### config.mk
export PLATFORM = sky130hd
export DESIGN_NAME = pll_lock_sequencer_flat
export DESIGN_NICKNAME = d
export VERILOG_FILES = /design/src/rtl/pll_lock_sequencer_if.sv /design/src/rtl/pll_lock_sequencer.sv /design/src/flat_wrapper.sv
export SDC_FILE = /design/constraint.sdc
export NUM_CORES = 1
export LEC_CHECK = 0
export ABC_AREA = 1
export CORE_UTILIZATION = 46
export CTS_BUF_LIST = sky130_fd_sc_hd__clkbuf_8
export DETAILED_ROUTE_END_ITERATION = 7
export GPL_ROUTABILITY_DRIVEN = 0
export GPL_TIMING_DRIVEN = 0
export HOLD_SLACK_MARGIN = 0.1
export PLACE_DENSITY = 0.76
export SETUP_SLACK_MARGIN = 0.15
export SLEW_MARGIN = 20
export SYNTH_ARGS = -nofsm -noshare
export SYNTH_HDL_FRONTEND = slang
export SYNTH_SLANG_ARGS = --single-unit
### constraint.sdc
create_clock -name clk -period 1.9 [get_ports clk]
set_input_delay 0.475 -clock clk [delete_from_list [all_inputs] [get_ports clk]]
set_output_delay 0.475 -clock clk [all_outputs]
set_load 0.01 [all_outputs]
### src/rtl/pll_lock_sequencer_if.sv
// Signal bundle between the PLL lock sequencer and its surroundings.
// master: the sequencer (drives the PLL areset and reset/status outputs).
// slave : the environment (PLL locked output, error-clear pulse).
interface pll_lock_sequencer_if #(
   parameter int CNT_W = 8
);
   logic             locked;
   logic             clr_err;
   logic             pll_areset;
   logic             sys_rst;
   logic             ready;
   logic             fail;
   logic [CNT_W-1:0] lock_loss_cnt;

   modport master (
      input  locked, clr_err,
      output pll_areset, sys_rst, ready, fail, lock_loss_cnt
   );

   modport slave (
      output locked, clr_err,
      input  pll_areset, sys_rst, ready, fail, lock_loss_cnt
   );
endinterface

### src/rtl/pll_lock_sequencer.sv
// PLL lock sequencer: pulses the PLL reset, waits for lock, qualifies that
// lock stays up, then releases the downstream system reset. Lock loss in RUN
// restarts the sequence; repeated lock timeouts end in a sticky FAIL state.
module pll_lock_sequencer #(
   parameter int RST_CYCLES    = 16,
   parameter int LOCK_TIMEOUT  = 1000,
   parameter int STABLE_CYCLES = 64,
   parameter int MAX_RETRY     = 3,
   parameter int CNT_W         = 8
) (
   input  logic                 clk,
   input  logic                 areset,
   pll_lock_sequencer_if.master bus
);

   localparam logic [2:0] S_RESET_PLL = 3'd0;
   localparam logic [2:0] S_WAIT_LOCK = 3'd1;
   localparam logic [2:0] S_STABLE    = 3'd2;
   localparam logic [2:0] S_RUN       = 3'd3;
   localparam logic [2:0] S_FAIL      = 3'd4;

   // One shared cycle counter serves all timed states; size it for the longest.
   localparam int CNT_MAX_A = (RST_CYCLES > LOCK_TIMEOUT) ? RST_CYCLES : LOCK_TIMEOUT;
   localparam int CNT_MAX   = (CNT_MAX_A > STABLE_CYCLES) ? CNT_MAX_A : STABLE_CYCLES;
   localparam int CW        = (CNT_MAX > 1) ? $clog2(CNT_MAX) : 1;
   localparam int RW        = (MAX_RETRY > 0) ? $clog2(MAX_RETRY + 1) : 1;

   logic [1:0]       sync_q, sync_d;
   logic             locked_s;
   logic [2:0]       state_q, state_d;
   logic [CW-1:0]    cnt_q, cnt_d;
   logic [RW-1:0]    retry_q, retry_d;
   logic [CNT_W-1:0] lock_loss_cnt_q, lock_loss_cnt_d;
   logic             pll_areset_q, pll_areset_d;
   logic             sys_rst_q, sys_rst_d;
   logic             ready_q, ready_d;
   logic             fail_q, fail_d;
   logic             loss;

   // Two-flop synchronizer shift for the asynchronous locked input.
   always_comb begin
      sync_d   = {sync_q[0], bus.locked};
      locked_s = sync_q[1];
   end

   // Sequencing FSM, retry bookkeeping and lock-loss counter.
   always_comb begin
      state_d         = state_q;
      cnt_d           = cnt_q + CW'(1);
      retry_d         = retry_q;
      lock_loss_cnt_d = lock_loss_cnt_q;
      loss            = 1'b0;
      case (state_q)
         S_RESET_PLL: begin
            if (cnt_q == CW'(RST_CYCLES - 1)) begin
               state_d = S_WAIT_LOCK;
               cnt_d   = '0;
            end
         end
         S_WAIT_LOCK: begin
            if (locked_s) begin
               state_d = S_STABLE;
               cnt_d   = '0;
            end else if (cnt_q == CW'(LOCK_TIMEOUT - 1)) begin
               cnt_d = '0;
               if (retry_q == RW'(MAX_RETRY)) begin
                  state_d = S_FAIL;
               end else begin
                  state_d = S_RESET_PLL;
                  retry_d = retry_q + RW'(1);
               end
            end
         end
         S_STABLE: begin
            // Any dropout restarts the lock wait with a fresh timeout.
            if (!locked_s) begin
               state_d = S_WAIT_LOCK;
               cnt_d   = '0;
            end else if (cnt_q == CW'(STABLE_CYCLES - 1)) begin
               state_d = S_RUN;
               cnt_d   = '0;
            end
         end
         S_RUN: begin
            cnt_d   = '0;
            retry_d = '0;
            if (!locked_s) begin
               state_d = S_RESET_PLL;
               loss    = 1'b1;
            end
         end
         S_FAIL: begin
            cnt_d = '0;
            if (bus.clr_err) begin
               state_d = S_RESET_PLL;
               retry_d = '0;
            end
         end
         default: begin
            state_d = S_RESET_PLL;
            cnt_d   = '0;
            retry_d = '0;
         end
      endcase

      // A clear coinciding with a loss still records that loss.
      if (bus.clr_err) begin
         lock_loss_cnt_d = loss ? CNT_W'(1) : '0;
      end else if (loss && (lock_loss_cnt_q != '1)) begin
         lock_loss_cnt_d = lock_loss_cnt_q + CNT_W'(1);
      end
   end

   // Outputs decoded from the next state so they register together with it.
   always_comb begin
      pll_areset_d = (state_d == S_RESET_PLL) || (state_d == S_FAIL);
      sys_rst_d    = (state_d != S_RUN);
      ready_d      = (state_d == S_RUN);
      fail_d       = (state_d == S_FAIL);
   end

   // State and output registers, asynchronously reset into RESET_PLL.
   always_ff @(posedge clk or posedge areset) begin
      if (areset) begin
         sync_q          <= '0;
         state_q         <= S_RESET_PLL;
         cnt_q           <= '0;
         retry_q         <= '0;
         lock_loss_cnt_q <= '0;
         pll_areset_q    <= 1'b1;
         sys_rst_q       <= 1'b1;
         ready_q         <= 1'b0;
         fail_q          <= 1'b0;
      end else begin
         sync_q          <= sync_d;
         state_q         <= state_d;
         cnt_q           <= cnt_d;
         retry_q         <= retry_d;
         lock_loss_cnt_q <= lock_loss_cnt_d;
         pll_areset_q    <= pll_areset_d;
         sys_rst_q       <= sys_rst_d;
         ready_q         <= ready_d;
         fail_q          <= fail_d;
      end
   end

   assign bus.pll_areset    = pll_areset_q;
   assign bus.sys_rst       = sys_rst_q;
   assign bus.ready         = ready_q;
   assign bus.fail          = fail_q;
   assign bus.lock_loss_cnt = lock_loss_cnt_q;

endmodule

### src/flat_wrapper.sv
// flat-port wrapper written by rule: the top's interface ports become plain ports
module pll_lock_sequencer_flat 
#(
   parameter int RST_CYCLES    = 16,
   parameter int LOCK_TIMEOUT  = 1000,
   parameter int STABLE_CYCLES = 64,
   parameter int MAX_RETRY     = 3,
   parameter int CNT_W         = 8
)
  (clk, areset, bus_locked, bus_clr_err, bus_pll_areset, bus_sys_rst, bus_ready, bus_fail, bus_lock_loss_cnt);
  pll_lock_sequencer_if #(.CNT_W(CNT_W)) bus_i ();
  input  logic clk;
  input  logic areset;
  input wire logic [$bits(bus_i.locked)-1:0] bus_locked;
  input wire logic [$bits(bus_i.clr_err)-1:0] bus_clr_err;
  output wire logic [$bits(bus_i.pll_areset)-1:0] bus_pll_areset;
  output wire logic [$bits(bus_i.sys_rst)-1:0] bus_sys_rst;
  output wire logic [$bits(bus_i.ready)-1:0] bus_ready;
  output wire logic [$bits(bus_i.fail)-1:0] bus_fail;
  output wire logic [$bits(bus_i.lock_loss_cnt)-1:0] bus_lock_loss_cnt;
  assign bus_i.locked = bus_locked;
  assign bus_i.clr_err = bus_clr_err;
  assign bus_pll_areset = bus_i.pll_areset;
  assign bus_sys_rst = bus_i.sys_rst;
  assign bus_ready = bus_i.ready;
  assign bus_fail = bus_i.fail;
  assign bus_lock_loss_cnt = bus_i.lock_loss_cnt;
  pll_lock_sequencer #(.RST_CYCLES(RST_CYCLES), .LOCK_TIMEOUT(LOCK_TIMEOUT), .STABLE_CYCLES(STABLE_CYCLES), .MAX_RETRY(MAX_RETRY), .CNT_W(CNT_W)) u_core (.clk(clk), .areset(areset), .bus(bus_i));
endmodule
Word level (Yosys, flattened, before mapping)
Index checks and enable logic that the tools add are counted.

Add/sub/neg operators: 3. Equality and inequality tests: 16. Mux-type cells: 25. Bitwise gates (word level): 1. Reductions and logical operators: 7.

Operators with widths (number): $mux 10 (5); $pmux 10 s3 (1); $mux 3 (8); $mux 8 (2); $pmux 3 s5 (1); $add 10x1->10 const B (1); $eq 10x10->1 const B (1); $eq 10x4->1 const B (1); $eq 10x6->1 const B (1); $eq 3x2->1 const B (3); $add 8x1->8 const B (1); $mux 2 (4); $ne 8x8->1 const B (1); $eq 3x3->1 const B (2); $logic_not 3->1 (2); $ne 2x2->1 const B (3); $pmux 2 s3 (1); $reduce_and 5->1 (1); $eq 3x1->1 const B (1); $mux 1 (3); $ne 3x2->1 const B (1); $add 2x1->2 const B (1); $eq 2x2->1 const B (1); $ne 2x1->1 const B (1); other kinds (5) (5).

Register bits after elaboration: 29. Input port bits: 4. Output and inout bits: 12. Word-level logic and storage cells: 61.

Logic depth before layout (Yosys ltp)
Gate-level depths: netlist (run 1).

Word-level depth: 7. Mapped depth: 9. Depth with buffers taken out: 9.

Least setup slack after synthesis (run 1)
OpenSTA, ideal clock, no wires.

Path type: register to register. From: register u_core.lock_loss_cnt_q[0], in the netlist u_core.bus.lock_loss_cnt[0]. To: register u_core.lock_loss_cnt_q[0], in the netlist u_core.bus.lock_loss_cnt[0]. Setup time: 121 ps. Arrival time: 1235 ps. Required time: 1779 ps. Slack: 544 ps. Stages on the path, launching flop included: 8. Path buffers: 0. Clock period less this slack: 1356 ps. Cells stage by stage: dfrtp_1 -> ha_1 -> nand2_1 -> nor2_1 -> a21oi_4 -> nor2_4 -> nand2_1 -> nand2_1.

Cells in the longest elaborated chain, start to end: 3. Elaborated cells on any way between the ends: 6. Classes of those cells: add/sub (1); eq/ne (1); mux (2); reduce/logical (2).

Ends and longest elaborated chain: start, declared (line pll_lock_sequencer.sv:33) `logic [CNT_W-1:0] lock_loss_cnt_q, lock_loss_cnt_d;`; start signal, assigned (line pll_lock_sequencer.sv:139) `lock_loss_cnt_q <= lock_loss_cnt_d;`; $add 8x1->8 / $ne 8x8->1 (equally long branches) (line pll_lock_sequencer.sv:110, pll_lock_sequencer.sv:109); $mux 8 / $logic_and 1x1->1 (equally long branches) (line pll_lock_sequencer.sv:109) `end else if (loss && (lock_loss_cnt_q != '1)) begin`; $mux 8 / $reduce_bool 2->1 (equally long branches).

Several ways; a longest one is shown, not always the timed one. The select of a mux whose other input is x is not followed. A chain may end at the register's enable or synchronous reset.

Final worst setup path (run 1)
From: register u_core.lock_loss_cnt_q[5], in the netlist u_core.bus.lock_loss_cnt[5]. To: output port bus_lock_loss_cnt[5].

RTL lines: end, declared (line flat_wrapper.sv:20) `output wire logic [$bits(bus_i.lock_loss_cnt)-1:0] bus_lock_loss_cnt;`.

No word-level cell between the ends.

==> flow_metrics.py, run 1 <==
metrics = {
    "power": {
        "seqPwrFrac_pct": 43.3,
        "power_switching_mw": 0.639,
        "p_int_mw": 1.23,
        "p_per_area_mw_per_mm2": 945,
        "pwr-share-comb_pct": 27.3,
        "pwr-share-clk_pct": 29.5,
        "leakagePower_nw": 1.05,
        "sw_frac_of_total_pct": 34.1,
        "max-vdd-ir-drop_uv": 655,
    },
    "hold_path": {
        "min_from": "u_core.sync_q[0]",
        "hp-class": "reg -> reg",
    },
    "clock_network": {
        "cts.reportedPaths.clkPinSlew_ns": 0.06,
        "cts_tree": "built",
        "cts.htree.levels": 2,
        "cts_root_buf": "clkbuf_8",
        "cts_hold_buf": 0,
        "clock-sinks": 29,
        "clk-insertion-delay-late_ns": 0.28,
        "numCtsBuffers": 5,
        "clockBufferDepth": 2,
    },
    "synthesis": {
        "syn_area_mm2": 0.00164,
        "ys_ff_latch": 29,
        "netlist-cell-type-count": 27,
        "synth.avg_cell_area_um2": 7.85,
        "yosysWarningCount": 0,
        "synth_cells": 209,
        "syn_nets": 216,
        "seq_area_frac_synth_pct": 44.4,
    },
    "setup_path": {
        "crit_path_start": "u_core.bus.lock_loss_cnt[5]",
        "cp_cell_sequence": "clkdlybuf4s50_1",
        "slowest_stage": "clkdlybuf4s50_1",
        "crit_arrival_ns": 1.24,
        "cpPeakStageDelay_ns": 0.56,
        "path_max_fanout": 4,
        "cpLargestDelayFamily": "buffers and inverters",
        "cp_num_buf_inv": 1,
        "cp-start-kind": "flop",
        "crit_type": "reg -> out",
        "r2r_start": "u_core.bus.lock_loss_cnt[0]",
        "cp.required_ns": 1.42,
        "cp-end-kind": "output pin",
    },
    "global_route": {
        "antenna_found_initial": 0,
        "grt_usage_pct": 19.4,
        "grt_pass1_vias": 1240,
        "grt_pass1_wl_um": 5230,
        "grt_max_degree": 30,
        "grt_overflow": 0,
    },
    "routing": {
        "vias": 1372,
        "via_per_inst": 4.87,
        "firstDrtPassIters": 4,
        "drc_errors": 0,
        "routed_wl_um": 3030,
        "drtIter0Drc": 82,
        "ant_nets": 0,
        "avgRoutedWirePerCell_um": 10.7,
    },
    "timing": {
        "slew_headroom_pct": 60.5,
        "min_period_over_period_pct": 90.2,
        "setup_violations": 0,
        "final.setup_skew_ns": 0.00362,
        "hold_violations": 0,
        "tightestPinTransition_ns": 0.591,
        "fmax_mhz": 583,
        "post-route-min-period_ns": 1.71,
        "rsz0062_at_grt": "no",
        "slew_violations": 0,
        "setup_tns_ns": 0,
    },
    "cells_and_area": {
        "fill_cells": 301,
        "syn2layout_area_growth_pct": 20.7,
        "nNetsFinal": 242,
        "drive_above_1_share_pct": 16.9,
        "finalNonFillerCells": 282,
        "antennaDiodeCount": 0,
    },
    "die": {
        "dieArea_mm2": 0.00381,
        "rows": 21,
        "start_util_pct": 48.4,
        "fp.coreArea_mm2": 0.00339,
        "dieWidth_um": 61.7,
        "die_y_um": 61.7,
        "io_pins": 16,
    },
    "placed_design": {
        "dp_hpwl_um": 2140,
        "placed_cells_incl_taps": 270,
        "port_buffers": 15,
    },
    "run_status": {
        "status": "complete, no violations",
    },
    "flow_run": {
        "max_cap_viol_count": 0,
    },
}
-- per-stage QoR --
stage	total power [mW]	worst slack, ns	cell area, um^2	util, %	hold WS (ns)
6_report	1.87	0.186	1980	58.5	0.350
5_1_grt	2.02	0.136	1980	58.5	0.354
4_1_cts	1.90	0.170	1960	58.0	0.352
3_5_place_dp	1.34	0.199	1850	54.6	0.338
3_3_place_gp	1.32	0.0636	1850	54.6	0.335
2_1_floorplan	1.21	0.544	1640	-	0.331
-- power groups by stage --
stage          Clock [mW]  Sequential, mW  Combinational (mW)
6_report            0.552           0.811               0.511
4_1_cts             0.569           0.812               0.518
3_5_place_dp            0           0.821               0.517
2_1_floorplan           0           0.804               0.410
5_1_grt             0.590           0.829               0.601
3_3_place_gp            0           0.820               0.503
-- state kept, by name, indices dropped and copies added, names as in the netlist --
signal,cells
u_core.bus.fail,1
u_core.bus.lock_loss_cnt,8
u_core.sync_q,2
u_core.bus.ready,1
u_core.state_q,3
u_core.retry_q,2
u_core.cnt_q,10
u_core.bus.pll_areset,1
u_core.bus.sys_rst,1
-- cells by family (layout without fill, tap and decap cells) --
family                     count (synthesis)  in the layout  synth area share [%]
DFF                                       29             29                  44.4
AOI/OAI and AO/OA                         10             10                  4.19
and+or+nand+nor                          123            123                  37.0
buffers and inverters                     37             64                  8.46
xor gates and xnor gates                   7              7                  3.73
adders and majority gates                  3              3                  2.29
-- synth_stat cells --
library cell	instances	area, um^2
nor3_1	3	15.0
ha_1	3	37.5
nor3_4	1	16.3
clkinv_1	1	3.75
xnor2_1	2	17.5
o21ai_0	1	5.00
dfrtp_1	27	676
nand3_2	3	30.0
dfstp_2	2	52.6
a21oi_1	3	15.0
nand3_1	16	80.1
a21oi_4	1	16.3
inv_1	33	124
o21bai_1	2	15.0
inv_2	3	11.3
nor2_1	21	78.8
o21ai_1	1	5.00
nor3_2	2	20.0
nand3_4	1	17.5
nand2_1	56	210
a31oi_1	2	12.5
xor2_1	5	43.8
nor2_2	4	25.0
nor2_4	2	22.5
nand2_2	7	43.8
nand4_1	4	25.0
nand3b_1	3	22.5
-- metal layers --
metal	wire (um)	vias up	global-route usage, %
li1	-	703	-
met3	102	6	5.59
met2	1450	25	30.0
met1	1420	638	25.2
met4	61	0	9.21
met5	0	-	0
-- layout by cell type (no fill, tap or decap) --
cell type | Yosys | final
clkinv_2 | 0 | 1
dlygate4sd2_1 | 0 | 2
buf_4 | 0 | 4
nand2_2 | 7 | 7
xor2_1 | 5 | 5
a21oi_4 | 1 | 1
a31oi_1 | 2 | 2
dfrtp_2 | 0 | 1
nor3_2 | 2 | 2
clkinv_1 | 1 | 1
o21ai_1 | 1 | 1
dfstp_2 | 2 | 2
inv_2 | 3 | 4
nand3b_1 | 3 | 3
nor3_4 | 1 | 1
nand2_1 | 56 | 56
dlymetal6s2s_1 | 0 | 1
o21bai_1 | 2 | 2
nor3_1 | 3 | 3
nand3_1 | 16 | 16
ha_1 | 3 | 3
nor2_2 | 4 | 4
xnor2_1 | 2 | 2
o21ai_0 | 1 | 1
nand4_1 | 4 | 4
inv_1 | 33 | 32
nor2_1 | 21 | 21
clkbuf_8 | 0 | 7
nor2_4 | 2 | 2
nand3_2 | 3 | 3
nand3_4 | 1 | 1
a21oi_1 | 3 | 3
clkdlybuf4s50_1 | 0 | 12
dfrtp_1 | 27 | 26
-- final timing paths --
check / slack [ns] / cells after the start / end
min in group asynchronous: 0.59 / 2 / u_core.bus.lock_loss_cnt[4]
max: 0.19 / 1 / bus_lock_loss_cnt[5]
max in group asynchronous: 0.90 / 2 / u_core.bus.lock_loss_cnt[3]
min reg2reg: 0.35 / 0 / u_core.sync_q[1]
max reg2reg: 0.31 / 8 / u_core.bus.lock_loss_cnt[0]
min: 0.35 / 0 / u_core.sync_q[1]
-- layout make-up --
cell class | count | area [um^2] | area share, %
Clock inverter | 1 | 5.00 | 0.253
Multi-Input combinational cell | 143 | 774 | 39.1
Clock buffer | 7 | 96.3 | 4.86
Tap cell | 46 | 57.6 | 2.90
Timing Repair Buffer | 19 | 180 | 9.09
Sequential cell | 29 | 729 | 36.8
Inverter | 37 | 139 | 7.01
-- repair_timing --
action / in CTS / in global routing
buffers inserted: 2 / 2
pin swaps: 0 / 0
endpoints found under the setup margin: 5 / 3
resized for setup: 3 / 1
Power figures use the tool's default switching activity.
==> run 2, diff against run 1 <==
--- a/config.mk
+++ b/config.mk
@@ -12,7 +12,7 @@
 export GPL_ROUTABILITY_DRIVEN = 0
 export GPL_TIMING_DRIVEN = 0
 export HOLD_SLACK_MARGIN = 0.1
-export PLACE_DENSITY = 0.76
+export PLACE_DENSITY = 0.79
 export SETUP_SLACK_MARGIN = 0.15
 export SLEW_MARGIN = 20
 export SYNTH_ARGS = -nofsm -noshare
==> constraint.sdc (replaced) <==
create_clock -name clk -period 1.55 [get_ports clk]
set_input_delay 0.3875 -clock clk [delete_from_list [all_inputs] [get_ports clk]]
set_output_delay 0.3875 -clock clk [all_outputs]
set_load 0.01 [all_outputs]
==> run 2 against run 1 <==
Against the previous run:
- wire length increased by 14%
- clock skew increased by 0.0041 ns
- non-clock buffer count increased by 10
- sequential share of layout area decreased by 3.1 points
- critical path depth increased by 6
- critical endpoint is now u_core.cnt_q[6]
- hold slack got worse by 0.0034 ns
- total power increased by 31%
- clock power increased by 9.6%
- highest routed layer unchanged
- cell count increased by 3.5%
- worst setup slack got worse by 0.0056 ns
- core utilization increased by 5.4 points
- die area unchanged
==> flow_metrics.py, run 2 (synthesis results as in run 1) <==
metrics = {
    "hold_path": {
        "hold_depth": 0,
        "hold_end": "u_core.sync_q[1]",
        "hp-class": "reg -> reg",
        "min_from": "u_core.sync_q[0]",
    },
    "timing": {
        "slew_violations": 0,
        "final.setup_skew_ns": 0.00771,
        "hold_violations": 0,
        "setup_violations": 0,
        "fin_ws_ns": 0.180,
        "rsz0062_at_grt": "yes",
        "setup_tns_ns": 0,
        "slew_headroom_pct": 59.4,
        "min_period_over_period_pct": 88.4,
        "worst_hold_slack_ns": 0.346,
        "post-route-min-period_ns": 1.37,
        "fmax_mhz": 730,
        "tightestPinTransition_ns": 0.607,
    },
    "clock_network": {
        "cts_tree": "built",
        "numCtsBuffers": 5,
        "clk-insertion-delay-late_ns": 0.28,
        "cts.reportedPaths.clkPinSlew_ns": 0.06,
        "cts_root_buf": "clkbuf_8",
        "clockBufferDepth": 2,
        "cts.htree.levels": 2,
        "cts_hold_buf": 0,
        "clock-sinks": 29,
    },
    "die": {
        "dieArea_mm2": 0.00381,
        "rows": 21,
        "io_pins": 16,
        "fp.coreArea_mm2": 0.00339,
        "dieWidth_um": 61.7,
        "start_util_pct": 48.4,
        "die_y_um": 61.7,
    },
    "placed_design": {
        "port_buffers": 15,
        "dp_hpwl_um": 2220,
        "dp_slack_ns": -0.156,
    },
    "global_route": {
        "grt_usage_pct": 19.6,
        "antenna_found_initial": 0,
        "grt_pass1_wl_um": 5330,
        "grt_overflow": 0,
        "grt_pass1_vias": 1283,
        "grt_max_degree": 30,
    },
    "cells_and_area": {
        "largest_reg_flops": 10,
        "final_cell_mix": "50 x nand2_1, 31 x inv_1, 26 x dfrtp_1",
        "syn2layout_area_growth_pct": 31.9,
        "final_common_cell": "nand2_1",
        "nNetsFinal": 253,
        "antennaDiodeCount": 0,
        "top_register": "u_core.cnt_q",
        "drive_above_1_share_pct": 28.5,
    },
    "power": {
        "p_total_mw": 2.45,
        "pwr-share-clk_pct": 24.7,
        "p_per_area_mw_per_mm2": 1130,
        "leakagePower_nw": 1.16,
        "max-vdd-ir-drop_uv": 644,
        "p_int_mw": 1.55,
        "sw_frac_of_total_pct": 36.5,
        "power_switching_mw": 0.893,
        "pwr-share-comb_pct": 33.2,
        "seqPwrFrac_pct": 42.1,
    },
    "setup_path": {
        "r2r_slack_ns": 0.18,
        "r2r-end": "u_core.cnt_q[6]",
        "path_max_fanout": 7,
        "cp.required_ns": 1.72,
        "slowest_stage": "dfrtp_1",
        "crit_type": "reg -> reg",
        "crit_arrival_ns": 1.54,
        "cp_cell_sequence": "nand3_2 -> nor2_4 -> nand2_2 -> nand3_2 -> nand3_4 -> nand2_2 -> inv_2",
        "cp-end-kind": "flop",
        "rr_worst_depth": 7,
        "cp-start-kind": "flop",
        "cpPeakStageDelay_ns": 0.49,
        "r2r_start": "u_core.cnt_q[3]",
    },
    "routing": {
        "firstDrtPassIters": 4,
        "drtIter0Drc": 72,
        "routed_wl_um": 3460,
        "via_per_inst": 4.91,
        "drc_errors": 0,
        "ant_nets": 0,
        "vias": 1435,
        "avgRoutedWirePerCell_um": 11.9,
    },
    "run_status": {
        "status": "complete, no violations",
    },
    "flow_run": {
        "max_cap_viol_count": 0,
    },
}
run 2: routing by layer:
layer	part of all wire (%)	GRT usage (%)	wire, um	up-vias
li1	-	-	-	725
met1	42	24.0	1470	676
met2	52	32.9	1820	27
met3	3.7	5.18	128	7
met4	1.4	8.57	50	0
met5	0	0	0	-
run 2: final cells by class:
class	count	area, um^2
inverters	37	143
clock buffers	6	82.6
well taps	46	57.6
fillers	292	1220
multi-input cells	144	900
flip-flops and latches	29	729
clock inverters	1	3.75
repair buffers	29	250
run 2: power by group through the flow:
stage	combinational, mW	sequential (mW)	clock, mW
after floorplan	0.503	0.986	0
after global placement	0.616	1.01	0
after detailed placement	0.636	1.01	0
after CTS	0.659	1.01	0.619
after global routing	0.908	1.04	0.649
final	0.811	1.03	0.605
run 2: how the worst max path moves through the flow:
stage	slack [ns]	cells after the start	to	start
global route	0.08	8	u_core.cnt_q[6]	u_core.cnt_q[9]
detailed placement	-0.16	2	u_core.cnt_q[8]	areset
CTS	0.12	1	bus_pll_areset	u_core.bus.pll_areset
finish	0.18	7	u_core.cnt_q[6]	u_core.cnt_q[3]
floorplan	0.19	7	u_core.bus.lock_loss_cnt[0]	u_core.bus.lock_loss_cnt[0]
global placement	-0.16	2	u_core.cnt_q[1]	areset
run 2: repair_timing:
item,CTS,global route
endpoints found under the setup margin,57,26
cloned,1,0
setup buffers,5,9
pin swaps,4,20
resized for setup,22,32
run 2: per-stage QoR:
stage               instances  util (%)  instance area, um^2
detailed placement        270      54.6                 1850
global route              292      63.9                 2170
global placement          270      54.6                 1850
finish                    292      63.9                 2170
CTS                       283      59.4                 2010
floorplan                 209         -                 1640
run 2: critical path, delay by kind of cell, from the launching register on:
kind | cells | cell delay [ns]
buf+inv | 1 | 0.03
flops | 1 | 0.49
simple gates | 6 | 0.75
